[src/rtl/brs_pkg.sv]
// Shared types for the brs accumulate/FIFO arithmetic unit.
package brs_pkg;

  typedef enum logic [1:0] {
    OP_ADD = 2'b00,
    OP_SUB = 2'b01,
    OP_ACC = 2'b10,
    OP_CLR = 2'b11
  } op_t;

  // Per-result status bits; the width-dependent result field is added by the user.
  typedef struct packed {
    logic carry;
    logic sat;
  } flags_t;

endpackage

[src/rtl/brs_sync_fifo.sv]
// Single-clock FIFO with async active-high reset, fall-through head and occupancy count.
module brs_sync_fifo #(
  parameter int WIDTH = 8,
  parameter int DEPTH = 4
) (
  input  logic                     clk,
  input  logic                     rst,
  input  logic                     wr_en_i,
  input  logic [WIDTH-1:0]         wr_data_i,
  input  logic                     rd_en_i,
  output logic [WIDTH-1:0]         rd_data_o,
  output logic                     full_o,
  output logic                     empty_o,
  output logic [$clog2(DEPTH):0]   count_o
);

  localparam int AW = $clog2(DEPTH);
  localparam int CW = AW + 1;

  logic [WIDTH-1:0] mem_q [DEPTH];
  logic [AW-1:0]    wr_ptr_q, rd_ptr_q;
  logic [CW-1:0]    count_q;
  logic             push, pop;

  assign full_o    = (count_q == CW'(DEPTH));
  assign empty_o   = (count_q == '0);
  assign count_o   = count_q;
  assign push      = wr_en_i && !full_o;
  assign pop       = rd_en_i && !empty_o;
  assign rd_data_o = mem_q[rd_ptr_q];

  // Power-of-two depth lets the pointers wrap naturally.
  always_ff @(posedge clk or posedge rst) begin
    if (rst) begin
      wr_ptr_q <= '0;
      rd_ptr_q <= '0;
      count_q  <= '0;
    end else begin
      if (push) wr_ptr_q <= wr_ptr_q + AW'(1);
      if (pop)  rd_ptr_q <= rd_ptr_q + AW'(1);
      unique case ({push, pop})
        2'b10:   count_q <= count_q + CW'(1);
        2'b01:   count_q <= count_q - CW'(1);
        default: count_q <= count_q;
      endcase
    end
  end

  always_ff @(posedge clk) begin
    if (push) mem_q[wr_ptr_q] <= wr_data_i;
  end

endmodule

[src/rtl/brs_accum_fifo.sv]
// Multi-mode ADD/SUB/ACC/CLR unit with optional unsigned saturation,
// feeding a small result FIFO behind valid/ready handshakes.
module brs_accum_fifo
  import brs_pkg::*;
#(
  parameter int WIDTH  = 8,
  parameter int DEPTH  = 4,
  parameter bit SAT_EN = 1'b1
) (
  input  logic                   clk,
  input  logic                   rst,
  input  logic                   in_valid,
  output logic                   in_ready,
  input  logic [1:0]             in_op,
  input  logic [WIDTH-1:0]       in_a,
  input  logic [WIDTH-1:0]       in_b,
  output logic                   out_valid,
  input  logic                   out_ready,
  output logic [WIDTH-1:0]       out_result,
  output logic                   out_carry,
  output logic                   out_sat,
  output logic [WIDTH-1:0]       acc_value,
  output logic [$clog2(DEPTH):0] fifo_count
);

  typedef struct packed {
    logic [WIDTH-1:0] result;
    flags_t           flags;
  } entry_t;

  localparam int EW = $bits(entry_t);

  op_t              op;
  logic [WIDTH:0]   raw;
  logic             carry;
  logic             accept;
  logic             full, empty;
  logic [WIDTH-1:0] acc_q, acc_d;
  entry_t           entry_d, head;
  logic [EW-1:0]    wr_bits, rd_bits;

  assign op       = op_t'(in_op);
  assign in_ready = !full;
  assign accept   = in_valid && in_ready;

  always_comb begin
    raw     = '0;
    carry   = 1'b0;
    unique case (op)
      OP_ADD: begin
        raw   = {1'b0, in_a} + {1'b0, in_b};
        carry = raw[WIDTH];
      end
      OP_SUB: begin
        raw   = {1'b0, in_a} - {1'b0, in_b};
        carry = (in_a < in_b);
      end
      OP_ACC: begin
        raw   = {1'b0, acc_q} + {1'b0, in_a};
        carry = raw[WIDTH];
      end
      OP_CLR: begin
        raw   = {1'b0, acc_q};
        carry = 1'b0;
      end
    endcase

    entry_d.result      = raw[WIDTH-1:0];
    entry_d.flags.carry = carry;
    entry_d.flags.sat   = SAT_EN && carry;
    // Overflow clamps high, borrow clamps to zero.
    if (SAT_EN && carry) entry_d.result = (op == OP_SUB) ? '0 : '1;

    acc_d = acc_q;
    if (accept) begin
      if (op == OP_ACC) acc_d = entry_d.result;
      if (op == OP_CLR) acc_d = '0;
    end
  end

  always_ff @(posedge clk or posedge rst) begin
    if (rst) acc_q <= '0;
    else     acc_q <= acc_d;
  end

  assign wr_bits = entry_d;
  assign head    = rd_bits;

  brs_sync_fifo #(
    .WIDTH (EW),
    .DEPTH (DEPTH)
  ) u_fifo (
    .clk       (clk),
    .rst       (rst),
    .wr_en_i   (accept),
    .wr_data_i (wr_bits),
    .rd_en_i   (out_ready),
    .rd_data_o (rd_bits),
    .full_o    (full),
    .empty_o   (empty),
    .count_o   (fifo_count)
  );

  // Head memory is not reset, so mask it while empty.
  assign out_valid  = !empty;
  assign out_result = empty ? '0   : head.result;
  assign out_carry  = empty ? 1'b0 : head.flags.carry;
  assign out_sat    = empty ? 1'b0 : head.flags.sat;
  assign acc_value  = acc_q;

endmodule

[config.mk]
export PLATFORM = sky130hd
export DESIGN_NAME = brs_accum_fifo
export DESIGN_NICKNAME = d
export VERILOG_FILES = /design/src/rtl/brs_pkg.sv /design/src/rtl/brs_sync_fifo.sv /design/src/rtl/brs_accum_fifo.sv
export SDC_FILE = /design/constraint.sdc
export NUM_CORES = 1
export LEC_CHECK = 0
export BUFFER_PORTS_ARGS = -buffer_cell sky130_fd_sc_hd__buf_2
export CORE_ASPECT_RATIO = 0.8
export CORE_MARGIN = 5
export CORE_UTILIZATION = 50
export DETAILED_ROUTE_END_ITERATION = 10
export PLACE_DENSITY = 0.71
export SKIP_CTS_REPAIR_TIMING = 1
export SYNTH_ARGS = -nofsm -noshare
export SYNTH_HDL_FRONTEND = slang
export SYNTH_SLANG_ARGS = --single-unit
[constraint.sdc]
create_clock -name clk -period 4.72 [get_ports clk]
set_input_delay 0.236 -clock clk [delete_from_list [all_inputs] [get_ports clk]]
set_output_delay 0.236 -clock clk [all_outputs]
set_load 0.01 [all_outputs]
==> flow_summary.yaml <==
outcome:
  status: "completed"
power:
  p_per_area_nw_per_um2: 543
  p_leak_nw: 1.61
  peakVddDrop_v: 0.000215
clock_tree:
  cts_buffers: 5
  cts_max_level: 2
  cts_tree: "yes"
  insertion_delay_ns: 0.30
  clock_sinks: 51
  clockBufferDepth: 2
  root_buffer: "clkbuf_8"
  clkTransAtPathRegs_ns: 0.09
yosys:
  synth_common_cells: "edfxtp_1, ha_1, inv_1"
  yosysMostFrequentCell: "edfxtp_1"
  syn-num-nets: 363
  yosysTopAreaCell: "edfxtp_1"
  synth_edf_count: 36
  avgSynthCellArea_um2: 10.9
  syn-cell-area_um2: 3360
  ys_seq_area_frac: 0.433
  async_reset_ff_frac: 0.294
  synth_seq_cells: 51
  yosys-top-cells-area: "edfxtp_1, dfrtp_1, ha_1, mux4_2, xnor2_1"
  synth_cells: 308
  synth_warnings: 0
  synth_ff_type: "edfxtp_1"
  synth_top_area_frac: 0.322
  ys_types: 50
layout:
  area_growth_pct: 12.0
  finalInstanceArea_um2: 3760
  final_util: 0.582
  drive_gt1_frac: 0.201
  nNetsFinal: 403
  antenna_cells: 0
timing:
  setup_viol_count_final: 0
  hold_viol: 0
  finalSetupTns_ns: 0
  post-route-period-util: 0.650
  slew_headroom: 0.413
  fmax_mhz: 326
  skew_ns: 0.00887
  rsz0062_at_grt: "no"
  slew_viol_final: 0
  period_minus_slack_ns: 3.07
  tightest_slew_ns: 0.858
global_routing:
  first_global_vias: 2241
  antenna_found_initial: 0
  track_usage: 0.168
  gr-total-overflow: 0
  grt_pass1_wl_um: 11400
  grt_max_degree: 25
detailed_routing:
  firstDrtPassIters: 5
  vias: 2408
  drt-total-wl_um: 7000
  via_per_inst: 5.56
  drc: 0
  routedWlPerCell_um: 16.2
  drt_iter0_drc: 186
  ant_nets: 0
setup_path:
  cp.required_ns: 4.74
  arrival_ns: 3.09
  timing.critical_path.slowest_stage_cell: "a221oi_1"
  path_cells: "ha_1 > inv_1 > fa_1 > nor2b_4 > o211a_1 > o21ai_0 > a211o_1 > a21oi_4 > inv_2 > a221oi_1"
  crit_buf_inv: 2
  worst_setup_path_end_kind: "flop"
  slowest_delay_ns: 0.54
  startpoint_type: "flop"
  cp_top_family: "compound AO/OA/AOI/OAI gates"
  worstSetupPathType: "reg -> reg"
  worstPathMaxFanout: 16
die:
  dieWidth_um: 102
  die_h_um: 83.3
  io_pins: 45
  start_util: 0.519
  rows: 26
  dieArea_um2: 8470
  core_area_um2: 6470
place:
  routabilityCongestion: 0.851
  io_buffers: 44
  place_area_um2: 3630
  place_hpwl_um: 5450
worst_hold_path:
  hold_class: "in -> async"
job:
  maxCapViolCount: 0
==> cell type report <==
| type | instances | area (µm²) |
|---|---|---|
| flip-flops and latches | 51 | 1460 |
| repair buffers | 44 | 220 |
| well taps | 84 | 105 |
| clock buffers | 5 | 68.8 |
| clock inverters | 3 | 67.6 |
| inverters | 28 | 105 |
| fillers | 562 | 2710 |
| multi-input cells | 218 | 1740 |
==> path summary, 6_finish.rpt <==
check                                       start            endpoint  slack, ns  depth (start not counted)
worst max-delay path                 acc_value[0]  u_fifo.mem_q[1][9]       1.65                         10
worst min-delay path                          rst  u_fifo.rd_ptr_q[1]      0.007                          2
worst max register to register       acc_value[0]  u_fifo.mem_q[1][9]       1.65                         10
worst min register to register  u_fifo.count_o[0]   u_fifo.count_o[0]       0.53                          1
max in group asynchronous                     rst        acc_value[5]       4.29                          2
min in group clk                        out_ready  u_fifo.rd_ptr_q[0]       0.31                          3
==> kinds of logic after synthesis <==
family,count (synthesis),share of synthesized area
flip-flops,51,0.433
AO/OA/AOI/OAI,68,0.138
buffers and inverters,39,0.0484
XOR/XNOR,18,0.0469
multiplexers,14,0.0752
adder cells (fa/ha/maj),33,0.132
AND/OR/NAND/NOR,85,0.126
==> metrics by stage <==
step	cells	hold slack [ns]	setup WS, ns	power, mW
after floorplan	308	0.137	2.20	1.43
after global placement	425	0.350	1.90	1.69
after detailed placement	425	0.362	1.79	1.71
after CTS	433	0.0304	1.70	2.06
after global routing	433	0.0664	1.41	2.20
final	433	0.00662	1.65	2.05
==> registers in the layout (all words and copies together), names as in the netlist <==
| signal | cells |
|---|---|
| u_fifo.mem_q | 36 |
| u_fifo.rd_ptr_q | 2 |
| u_fifo.count_o | 3 |
| acc_value | 8 |
| u_fifo.wr_ptr_q | 2 |
==> placed cells by master (no fill, tap or decap), types with 6 or more instances in the layout <==
cell type  netlist  final
a21oi_1         15     15
and2_1          12     12
and3_1           6      6
buf_2            4     44
dfrtp_1         15     15
edfxtp_1        36     36
ha_1            29     29
inv_1           25     25
mux4_2           9      9
nand2_1         23     23
nor2_1          22     22
nor2b_1          6      6
o21ai_0         11     11
o21ai_1         10     10
xnor2_1         13     13
==> power by group <==
| group | internal (mW) | total [mW] | switching, mW | leakage [nW] |
|---|---|---|---|---|
| sequential | 0.646 | 0.760 | 0.114 | 0.512 |
| combinational | 0.430 | 0.933 | 0.504 | 1.03 |
| clock | 0.211 | 0.352 | 0.140 | 0.0644 |
| total | 1.29 | 2.05 | 0.758 | 1.61 |
==> worst register-to-register path: cells and delay by family, from the launching register on <==
kind            cells  cell delay (ns)
compound gates      5             1.50
fa+ha+maj           2             0.60
flops               1             0.40
buf+inv             2             0.15
simple gates        1             0.15
==> layer usage <==
metal,GRT usage,share of wire,up-vias
met5,0,0,-
met1,0.267,0.50,1140
met3,0.0318,0.062,5
met2,0.243,0.44,80
li1,-,-,1183
met4,0.0217,0.0050,0
(Power assumes the default switching activity.)
